**src/rtl/step_pattern_gen_if.sv**
```systemverilog
// Bundles the burst request, stall control and the pattern/status outputs
// of step_pattern_gen. The generator uses the slave side and the driver
// (bench or surrounding logic) uses the master side.
interface step_pattern_gen_if #(
  parameter int CNT_W = 4
);
  logic             start;
  logic [CNT_W-1:0] repeat_cnt;
  logic [CNT_W-1:0] idle_cycles;
  logic             hold;
  logic             a;
  logic             b;
  logic             c;
  logic             d;
  logic             e;
  logic             busy;
  logic             done;
  logic [CNT_W-1:0] pass_cnt;

  modport master (
    output start, repeat_cnt, idle_cycles, hold,
    input  a, b, c, d, e, busy, done, pass_cnt
  );

  modport slave (
    input  start, repeat_cnt, idle_cycles, hold,
    output a, b, c, d, e, busy, done, pass_cnt
  );
endinterface

```
**src/rtl/step_pattern_gen.sv**
```systemverilog
// Thermometer step pattern generator. One accepted start runs a burst of
// repeat_cnt passes of five steps (a, ab, abc, abcd, abcde), optionally
// framed by idle_cycles all-zero cycles before and after, and finishes
// with a one-cycle done pulse. hold stalls the pattern while stepping.
// All outputs come straight from registers. Each register is loaded on the
// same edge that enters a state, so a state's outputs appear in its first
// cycle.
module step_pattern_gen #(
  parameter int CNT_W = 4
) (
  input  logic              clock,
  input  logic              reset,
  step_pattern_gen_if.slave bus
);

  typedef enum logic [2:0] {
    S_IDLE  = 3'd0,
    S_LEAD  = 3'd1,
    S_STEP  = 3'd2,
    S_TRAIL = 3'd3,
    S_DONE  = 3'd4
  } state_t;

  localparam logic [CNT_W-1:0] CNT_ONE  = CNT_W'(1);
  localparam logic [CNT_W-1:0] CNT_ZERO = CNT_W'(0);

  state_t           r_state;
  state_t           w_state_nxt;
  logic [2:0]       r_step;
  logic [2:0]       w_step_nxt;
  logic [CNT_W-1:0] r_pass;
  logic [CNT_W-1:0] w_pass_nxt;
  logic [CNT_W-1:0] w_pass_inc;
  logic [CNT_W-1:0] r_rep;
  logic [CNT_W-1:0] w_rep_nxt;
  logic [CNT_W-1:0] r_idle;
  logic [CNT_W-1:0] w_idle_nxt;
  logic [CNT_W-1:0] r_wait;
  logic [CNT_W-1:0] w_wait_nxt;
  logic [4:0]       r_pat;
  logic [4:0]       w_pat_nxt;
  logic             r_busy;
  logic             w_busy_nxt;
  logic             r_done;
  logic             w_done_nxt;

  // Step k lights bits a..(k-th bit); bit 0 is a.
  function automatic logic [4:0] f_therm(input logic [2:0] k);
    logic [4:0] v;
    case (k)
      3'd1:    v = 5'b00001;
      3'd2:    v = 5'b00011;
      3'd3:    v = 5'b00111;
      3'd4:    v = 5'b01111;
      3'd5:    v = 5'b11111;
      default: v = 5'b00000;
    endcase
    return v;
  endfunction

  // A pass only completes when pass_cnt < latched repeat count, so this cannot wrap.
  assign w_pass_inc = r_pass + CNT_ONE;

  // Next-state and next-value logic for every register in the block.
  always_comb begin
    w_state_nxt = r_state;
    w_step_nxt  = r_step;
    w_pass_nxt  = r_pass;
    w_rep_nxt   = r_rep;
    w_idle_nxt  = r_idle;
    w_wait_nxt  = r_wait;
    case (r_state)
      S_IDLE: begin
        if (bus.start) begin
          w_rep_nxt  = bus.repeat_cnt;
          w_idle_nxt = bus.idle_cycles;
          w_pass_nxt = CNT_ZERO;
          w_step_nxt = 3'd0;
          if (bus.repeat_cnt == CNT_ZERO) begin
            w_state_nxt = S_DONE;
          end else if (bus.idle_cycles != CNT_ZERO) begin
            w_state_nxt = S_LEAD;
            w_wait_nxt  = bus.idle_cycles - CNT_ONE;
          end else begin
            w_state_nxt = S_STEP;
            w_step_nxt  = 3'd1;
          end
        end else begin
          w_state_nxt = S_IDLE;
        end
      end
      S_LEAD: begin
        if (r_wait == CNT_ZERO) begin
          w_state_nxt = S_STEP;
          w_step_nxt  = 3'd1;
        end else begin
          w_wait_nxt = r_wait - CNT_ONE;
        end
      end
      S_STEP: begin
        if (bus.hold) begin
          w_step_nxt = r_step;
        end else if (r_step == 3'd5) begin
          w_pass_nxt = w_pass_inc;
          if (w_pass_inc == r_rep) begin
            w_step_nxt = 3'd0;
            if (r_idle != CNT_ZERO) begin
              w_state_nxt = S_TRAIL;
              w_wait_nxt  = r_idle - CNT_ONE;
            end else begin
              w_state_nxt = S_DONE;
            end
          end else begin
            w_step_nxt = 3'd1;
          end
        end else begin
          w_step_nxt = r_step + 3'd1;
        end
      end
      S_TRAIL: begin
        if (r_wait == CNT_ZERO) begin
          w_state_nxt = S_DONE;
        end else begin
          w_wait_nxt = r_wait - CNT_ONE;
        end
      end
      S_DONE: begin
        w_state_nxt = S_IDLE;
      end
      default: begin
        w_state_nxt = S_IDLE;
        w_step_nxt  = 3'd0;
      end
    endcase
    w_pat_nxt  = (w_state_nxt == S_STEP) ? f_therm(w_step_nxt) : 5'b00000;
    w_busy_nxt = (w_state_nxt != S_IDLE);
    w_done_nxt = (w_state_nxt == S_DONE);
  end

  // State register.
  always_ff @(posedge clock or posedge reset) begin
    if (reset) begin
      r_state <= S_IDLE;
    end else begin
      r_state <= w_state_nxt;
    end
  end

  // Counters, latched burst parameters and registered outputs.
  always_ff @(posedge clock or posedge reset) begin
    if (reset) begin
      r_step <= 3'd0;
      r_pass <= CNT_ZERO;
      r_rep  <= CNT_ZERO;
      r_idle <= CNT_ZERO;
      r_wait <= CNT_ZERO;
      r_pat  <= 5'b00000;
      r_busy <= 1'b0;
      r_done <= 1'b0;
    end else begin
      r_step <= w_step_nxt;
      r_pass <= w_pass_nxt;
      r_rep  <= w_rep_nxt;
      r_idle <= w_idle_nxt;
      r_wait <= w_wait_nxt;
      r_pat  <= w_pat_nxt;
      r_busy <= w_busy_nxt;
      r_done <= w_done_nxt;
    end
  end

  assign bus.a        = r_pat[0];
  assign bus.b        = r_pat[1];
  assign bus.c        = r_pat[2];
  assign bus.d        = r_pat[3];
  assign bus.e        = r_pat[4];
  assign bus.busy     = r_busy;
  assign bus.done     = r_done;
  assign bus.pass_cnt = r_pass;

endmodule

```
**src/flat_wrapper.sv**
```systemverilog
// flat-port wrapper written by rule: the top's interface ports become plain ports
module step_pattern_gen_flat 
#(
  parameter int CNT_W = 4
)
  (clock, reset, bus_start, bus_repeat_cnt, bus_idle_cycles, bus_hold, bus_a, bus_b, bus_c, bus_d, bus_e, bus_busy, bus_done, bus_pass_cnt);
  step_pattern_gen_if #(.CNT_W(CNT_W)) bus_i ();
  input  logic clock;
  input  logic reset;
  input wire logic [$bits(bus_i.start)-1:0] bus_start;
  input wire logic [$bits(bus_i.repeat_cnt)-1:0] bus_repeat_cnt;
  input wire logic [$bits(bus_i.idle_cycles)-1:0] bus_idle_cycles;
  input wire logic [$bits(bus_i.hold)-1:0] bus_hold;
  output wire logic [$bits(bus_i.a)-1:0] bus_a;
  output wire logic [$bits(bus_i.b)-1:0] bus_b;
  output wire logic [$bits(bus_i.c)-1:0] bus_c;
  output wire logic [$bits(bus_i.d)-1:0] bus_d;
  output wire logic [$bits(bus_i.e)-1:0] bus_e;
  output wire logic [$bits(bus_i.busy)-1:0] bus_busy;
  output wire logic [$bits(bus_i.done)-1:0] bus_done;
  output wire logic [$bits(bus_i.pass_cnt)-1:0] bus_pass_cnt;
  assign bus_i.start = bus_start;
  assign bus_i.repeat_cnt = bus_repeat_cnt;
  assign bus_i.idle_cycles = bus_idle_cycles;
  assign bus_i.hold = bus_hold;
  assign bus_a = bus_i.a;
  assign bus_b = bus_i.b;
  assign bus_c = bus_i.c;
  assign bus_d = bus_i.d;
  assign bus_e = bus_i.e;
  assign bus_busy = bus_i.busy;
  assign bus_done = bus_i.done;
  assign bus_pass_cnt = bus_i.pass_cnt;
  step_pattern_gen #(.CNT_W(CNT_W)) u_core (.clock(clock), .reset(reset), .bus(bus_i));
endmodule
```
**config.mk**
```make
export PLATFORM = sky130hd
export DESIGN_NAME = step_pattern_gen_flat
export DESIGN_NICKNAME = d
export VERILOG_FILES = /design/src/rtl/step_pattern_gen_if.sv /design/src/rtl/step_pattern_gen.sv /design/src/flat_wrapper.sv
export SDC_FILE = /design/constraint.sdc
export NUM_CORES = 1
export LEC_CHECK = 0
export CORE_MARGIN = 4
export CORE_UTILIZATION = 35
export CTS_CLUSTER_SIZE = 40
export DETAILED_ROUTE_END_ITERATION = 16
export PLACE_DENSITY = 0.6
export SLEW_MARGIN = 20
export SYNTH_ARGS = -nofsm -noshare
export SYNTH_HDL_FRONTEND = slang
export SYNTH_SLANG_ARGS = --single-unit
```
**constraint.sdc**
```tcl
create_clock -name clock -period 5.8 [get_ports clock]
set_input_delay 1.16 -clock clock [delete_from_list [all_inputs] [get_ports clock]]
set_output_delay 1.16 -clock clock [all_outputs]
set_load 0.05 [all_outputs]
```
---- After elaboration in Yosys (flattened, before gate mapping) ----
Index checks and enable logic that the tools add are counted.
word-level totals
  word-level logic and storage cells ...... 81
  input bits .............................. 12
  output and inout bits ................... 11
  register bits ........................... 29
cells by class
  reductions and logical operators ........ 13
  add/subtract/negate cells ............... 5
  mux-type cells .......................... 33
  equal/unequal tests ..................... 21
operator list
  cell                                                                      count
  4-bit 2-to-1 mux                                                          11
  3-bit 2-to-1 mux                                                          13
  5-bit case mux with 5 select lines                                        1
  3-bit case mux with 4 select lines                                        2
  3-bit by 2-bit equality test with 1-bit output (second input constant)    5
  3-bit equality test (second input constant)                               5
  4-bit case mux with 3 select lines                                        1
  4-bit by 1-bit subtractor with 4-bit output (second input constant)       3
  9-bit AND reduction                                                       1
  4-bit logical NOT                                                         2
  2-bit by 1-bit inequality test with 1-bit output (second input constant)  4
  2-bit inequality test (second input constant)                             4
  4-bit case mux with 2 select lines                                        1
  4-bit nonzero test                                                        2
  3-bit by 1-bit equality test with 1-bit output (second input constant)    2
  3-bit nonzero test                                                        2
  5-bit 2-to-1 mux                                                          1
  4-bit by 1-bit adder with 4-bit output (second input constant)            1
  4-bit equality test                                                       1
  4-bit AND reduction                                                       1
  2-bit OR reduction                                                        2
  3-bit by 1-bit adder with 3-bit output (second input constant)            1
  3-bit logical NOT                                                         1
  1-bit 2-to-1 mux                                                          2
  other kinds (3)                                                           3

---- Logic depth before layout (Yosys ltp) ----
Gate-level depths: netlist of run 1.
  depth after elaboration ................. 9
  depth in mapped cells ................... 8
  mapped depth without buffers ............ 7

---- Worst setup path after synthesis of run 1 ----
OpenSTA, ideal clock, no wires.
  path type ............................... input to register
  start point ............................. input bus_idle_cycles[3]
  end point ............................... register u_core.r_wait[0]
  required time ........................... 5.673 ns
  stages on the path ...................... 6
  arrival time ............................ 2.368 ns
  setup slack ............................. 3.304 ns
  path through ............................ or4_4 nand2_1 o21ai_1 and3_1 buf_6 mux2_1
on the way
  longest elaborated chain between the ends .. 3
ends and longest elaborated chain
  item                                                               RTL line                 RTL
  start, declared                                                    flat_wrapper.sv:12       input wire logic [$bits(bus_i.idle_cycles)-1:0] bus_idle_cycles;
  4-bit nonzero test                                                 step_pattern_gen.sv:81   end else if (bus.idle_cycles != CNT_ZERO) begin
  2-bit by 1-bit inequality test with 1-bit output (no source line)  --
  9-bit AND reduction (no source line)                               --
  end signal, assigned                                               step_pattern_gen.sv:165  r_wait <= w_wait_nxt;
  end, declared                                                      step_pattern_gen.sv:38   logic [CNT_W-1:0] r_wait;
No other way between the ends.
A chain may end at the register's enable or synchronous reset.

---- Worst setup path in the final report of run 1 ----
  start point ............................. input bus_hold
  end point ............................... register u_core.r_wait[0]
on the way
  longest elaborated chain between the ends .. 2
ends and longest elaborated chain
  item                                    RTL line            RTL
  start, declared                         flat_wrapper.sv:13  input wire logic [$bits(bus_i.hold)-1:0] bus_hold;
  2-bit inequality test (no source line)  --
  9-bit AND reduction (no source line)    --
No other way between the ends.

==> flow_summary.toml, run 1 <==
[global_route]
grt_start_max_net_pins = 30
grt_pass1_wl_mm = 6.00
grt.total_usage_pct = 12.9
grt_pass1_vias = 1288
antenna_found_initial = 0
grt_overflow_total = 0

[timing]
final_max_slew_viol_count = 0
max_slew_margin_pct = 58.3
finalSetupViolations = 0
clock_skew_ns = 0.00601
post-route-min-period_ns = 2.84
hold_slack_ns = 0.534
rsz0062_at_grt = "false"
period_share_pct = 49.0
max_slew.worst_pin.slew_ns = 0.624
hold_viol = 0
max_freq_ghz = 0.352
finalSetupTns_ns = 0

[placement]
io_buffer_count = 22
gp_congestion = 0.820
post_dp_cell_area_mm2 = 0.00188
dp_hpwl_mm = 2.68

[cts]
htree_levels = 2
postCtsHoldBufs = 0
cts_setup_buffers = 0
clock-root-buffer = "clkbuf_8"
cts_tree = "done"
clk_pin_slew_ns = 0.06
cts_resized = 0
cts_buffer_depth = 2
cts_sinks = 29
cts_made_buffers = 5
clk_latency_ns = 0.28

[yosys]
syn_area_mm2 = 0.00163
yosys.area.top_type = "dfrtp_1"
synth_compound_area_share_pct = 16.7
synthCells = 162
ys_types = 44
syn_avg_cell_area_um2 = 10.1
yosys-mux-area-fraction_pct = 6.22
syn-num-nets = 176
synth_top_family_by_area = "simple AND/OR/NAND/NOR gates"
ys_warn_count = 0
synth-simple-area-share_pct = 22.4
synthDominantCellAreaShare_pct = 44.5
synth_fa_ha_area_share_pct = 1.54
ys_seq_elements = 29
ys_seq_area_share_pct = 44.5
ys_top_cells_by_area = "dfrtp_1, mux2_2, o21ai_0"
synthXorXnorAreaFrac_pct = 5.15

[worst_setup_path]
cp.required_ns = 5.96
r2r_start = "u_core.bus.pass_cnt[0]$_DFFE_PP0P_"
worstSetupPathType = "in -> reg"
worstSetupStartpointType = "primary input"
cp_max_fo = 9
timing.rr.end = "u_core.r_wait[0]$_DFFE_PP0P_"
arrival_ns = 3.00
r2r_cells = 6
reg2reg_setup_slack_ns = 3.47
crit_path_end_kind = "flip-flop"

[routing]
viasPerCell = 5.45
drc = 0
initialDrtViolationCount = 56
vias = 1297
ant_nets = 0
wl_per_cell_um = 15.0
dr.pass1.iters = 4
finalWirelength_mm = 3.58

[final_layout]
mostFrequentLayoutCells = "dfrtp_1, clkdlybuf4s50_1, nor2_1"
final_common_cell = "dfrtp_1"
area_delta_synth_final_pct = 20.2
final_area_mm2 = 0.00196
drive_gt1_share_pct = 14.5
nets = 199
nFillCells = 457
antennaDiodeCount = 0

[min_path]
hold_depth = 1
hp-start = "u_core.r_rep[1]$_DFFE_PP0P_"
hold_class = "reg -> reg"
holdPathEnd = "u_core.r_rep[1]$_DFFE_PP0P_"

[floorplanning]
die_x_um = 76.2
ioPinCount = 23
rows = 24
start_util_pct = 36.7
dieHeight_um = 76.2
die_area_mm2 = 0.00581
core_mm2 = 0.00444

[power]
report.power.total_uw = 821
power_density_mw_per_mm2 = 419
leakagePower_uw = 0.000798
ir_worst_vdd_uv = 183

[status]
status = "completed"

[job]
drv_cap = 0
## metrics by stage
step                      utilization, %  cells  setup WS (ns)
final                               44.1    238           2.96
after global routing                44.1    238           2.80
after CTS                           44.1    238           2.95
after detailed placement            42.2    230           2.67
after global placement              42.2    230           2.72
after floorplan                        -    162           3.30
## state kept, by name, indices dropped and copies added, names as in the netlist
name,flops
u_core.bus.busy,1
u_core.r_step,3
u_core.r_pat,5
u_core.bus.done,1
u_core.r_wait,4
u_core.r_idle,4
u_core.bus.pass_cnt,4
u_core.r_rep,4
u_core.r_state,3
## where the power goes
| part | leakage (uW) | switching (uW) | internal, uW |
|---|---|---|---|
| Clock | 0.0000450 | 74.8 | 82.9 |
| Combinational | 0.000386 | 177 | 152 |
| Sequential | 0.000368 | 69.8 | 265 |
| Total | 0.000798 | 321 | 500 |
## final cells by class
cell class	count	area, um^2	area share (%)
multi-input cells	122	846	43.2
flip-flops and latches	29	726	37.1
repair buffers	22	220	11.2
clock buffers	6	72.6	3.71
well taps	52	65.1	3.32
inverters	5	18.8	0.958
clock inverters	2	10.0	0.511
## synthesized netlist by cell type, drive strengths merged
library cell and instances:
nor2 15, nand3 5, mux2 9, a22oi 2, ha 2, dfrtp 29, nand2 14, xnor3 1
a21bo 1, clkbuf 1, o41ai 1, o211ai 1, or3 2, o2111ai 1, inv 5, nand2b 8
a32oi 1, xor2 3, a22o 1, a21oi 11, nor2b 5, xnor2 4, or2 1, nor4 6
a31oi 1, o21ai 13, and3 2, nor3 4, a221oi 3, or4 2, a311oi 1, buf 5
o311ai 1, nand3b 1
## how the worst max path moves through the flow
stage / slack, ns / depth (start not counted) / start / to
after floorplan: 3.30 / 6 / bus_idle_cycles[3] / u_core.r_wait[0]$_DFFE_PP0P_
after global placement: 2.72 / 6 / bus_hold / u_core.r_wait[0]$_DFFE_PP0P_
after detailed placement: 2.67 / 7 / bus_repeat_cnt[3] / u_core.r_pat[0]$_DFF_PP0_
after CTS: 2.95 / 7 / bus_repeat_cnt[3] / u_core.r_pat[0]$_DFF_PP0_
after global routing: 2.80 / 6 / bus_hold / u_core.r_wait[0]$_DFFE_PP0P_
final: 2.96 / 6 / bus_hold / u_core.r_wait[0]$_DFFE_PP0P_
## worst max-delay path: stages
cell and delay [ns]:
clkdlybuf4s50_1 0.45, nor2b_1 0.24, nand2_1 0.16, o41ai_1 0.26
and3_1 0.39, mux2_1 0.35
## kinds of logic (layout without fill, tap and decap cells)
kind of cell	count (synthesis)	count (layout)
simple gates	65	65
compound gates	38	38
flops	29	29
buf+inv	11	35
mux	9	9
xor+xnor	8	8
fa+ha+maj	2	2
## routing by layer
layer  global-route usage, %  wire (um)
met5                       0          0
met4                    6.70         65
met3                    3.55        161
met2                    21.7       1810
met1                    14.8       1540
Note: power is estimated with default switching activity, not from simulation.
==> run 2: changes to the inputs <==
Settings changed: PLACE_DENSITY 0.6 to 0.62.
Clock period 5.8 ns to 2.28 ns, I/O delays scaled along.
==> flow_summary.toml, run 2 (same netlist as run 1, synthesis figures left out) <==
[timing]
max_slew.worst_pin.slew_ns = 0.501
hold_viol = 0
period_share_pct = 94.4
final_max_slew_viol_count = 0
max_freq_ghz = 0.464
finalSetupViolations = 0
clock_skew_ns = 0.00594
rsz0062_at_grt = "false"
finalSetupTns_ns = 0
post-route-min-period_ns = 2.15
worst_slack_ns = 0.127
max_slew_margin_pct = 66.5

[power]
leakagePower_uw = 0.000884
p_int_uw = 1390
report.power.total_uw = 2220
power.share.clock_pct = 21.1
switching_share_pct = 37.4
share_seq_of_total_power_pct = 37.6
ir_worst_vdd_uv = 652
p_comb_share_pct = 41.3
power_density_mw_per_mm2 = 1060
switchingPower_uw = 830

[final_layout]
top_register = "u_core.r_pat"
antennaDiodeCount = 0
area_delta_synth_final_pct = 28.9
final_common_cell = "dfrtp_1"
mostFrequentLayoutCells = "dfrtp_1, clkdlybuf4s50_1, buf_4"
post-route-util_pct = 47.2
largest_reg_flops = 5
nets = 215
drive_gt1_share_pct = 22.3

[cts]
htree_levels = 2
clk_latency_ns = 0.28
postCtsHoldBufs = 0
cts_tree = "done"
clk_pin_slew_ns = 0.06
cts_made_buffers = 5
cts_sinks = 29
clock-root-buffer = "clkbuf_8"
cts_setup_buffers = 0
cts_resized = 0
cts_buffer_depth = 2

[routing]
vias = 1337
initialDrtViolationCount = 49
drc = 0
viasPerCell = 5.26
ant_nets = 0
dr.pass1.iters = 4
finalWirelength_mm = 3.74
wl_per_cell_um = 14.7

[global_route]
grt.total_usage_pct = 13.7
grt_pass1_vias = 1383
grt_overflow_total = 0
antenna_found_initial = 0
grt_start_max_net_pins = 30
grt_pass1_wl_mm = 6.41

[worst_setup_path]
cp.depth = 6
cp_slowest_cell = "dfrtp_2"
crit_path_end_kind = "flip-flop"
arrival_ns = 2.31
crit_path_max_incr_delay_ns = 0.43
path_delay_family = "flip-flops"
cp_cell_sequence = "ha_1 -> xnor3_1 -> nand3_1 -> o41ai_1 -> and3_1 -> mux2_1"
worstSetupStartpointType = "flip-flop"
cp_num_buf_inv = 0
cp.required_ns = 2.44
cp_max_fo = 4
worstSetupPathType = "reg -> reg"
r2r_cells = 6

[floorplanning]
die_area_mm2 = 0.00581
rows = 24
die_x_um = 76.2
core_mm2 = 0.00444
dieHeight_um = 76.2
start_util_pct = 36.7
ioPinCount = 23

[min_path]
hold_class = "in -> async"

[placement]
gp_congestion = 0.894
dp_hpwl_mm = 2.82
pre_cts_slack_ns = -0.00253
io_buffer_count = 22

[job]
drv_cap = 0

[status]
status = "completed"
run 2: cell count changes in the layout (fill, tap and decap cells not counted):
cell / before / now
dfrtp_2: 0 / 2
inv_2: 1 / 0
dfrtp_1: 29 / 27
clkbuf_8: 5 / 7
buf_4: 0 / 16
clkinv_2: 2 / 1
clkbuf_1: 1 / 0
inv_1: 4 / 5
run 2: power groups by stage:
| stage | combinational [uW] | sequential (uW) | clock, uW |
|---|---|---|---|
| after global placement | 891 | 836 | 0 |
| after detailed placement | 921 | 840 | 0 |
| final | 916 | 835 | 469 |
| after CTS | 925 | 832 | 484 |
| after floorplan | 686 | 829 | 0 |
| after global routing | 1010 | 855 | 512 |
run 2: tightest hold or removal path: stages:
cell	delay, ns
clkdlybuf4s50_1	0.40
inv_1	0.05
buf_4	0.34
run 2: final timing paths:
path	from	end	slack [ns]
max	u_core.bus.pass_cnt[1]$_DFFE_PP0P_	u_core.r_wait[0]$_DFFE_PP0P_	0.13
min	reset	u_core.r_pat[3]$_DFF_PP0_	0.54
max in group asynchronous	reset	u_core.bus.pass_cnt[1]$_DFFE_PP0P_	1.43
min in group clock	u_core.r_rep[1]$_DFFE_PP0P_	u_core.r_rep[1]$_DFFE_PP0P_	0.54
min reg2reg	u_core.r_rep[1]$_DFFE_PP0P_	u_core.r_rep[1]$_DFFE_PP0P_	0.54
max reg2reg	u_core.bus.pass_cnt[1]$_DFFE_PP0P_	u_core.r_wait[0]$_DFFE_PP0P_	0.13
run 2: area by class of cell:
| class | count | area, um^2 |
|---|---|---|
| sequential | 29 | 728 |
| tap | 52 | 65.1 |
| clock buffer | 7 | 96.3 |
| multi-input combinational | 122 | 846 |
| timing repair buffer | 38 | 340 |
| clock inverter | 1 | 5.00 |
| fill | 414 | 2340 |
| inverter | 5 | 18.8 |
run 2: through the flow:
| stage | area [um^2] | hold WS [ns] | cells |
|---|---|---|---|
| 4_1_cts | 2100 | 0.543 | 254 |
| 3_3_place_gp | 2000 | 0.518 | 246 |
| 5_1_grt | 2100 | 0.555 | 254 |
| 2_1_floorplan | 1630 | 0.492 | 162 |
| 3_5_place_dp | 2000 | 0.528 | 246 |
| 6_report | 2100 | 0.539 | 254 |
run 2: routing by layer:
metal / share of wire (%) / global-route usage [%] / wire length (um)
met5: 0 / 0 / 0
met4: 1.4 / 4.53 / 54
met3: 3.3 / 3.90 / 125
met2: 49 / 23.1 / 1850
met1: 46 / 16.8 / 1710
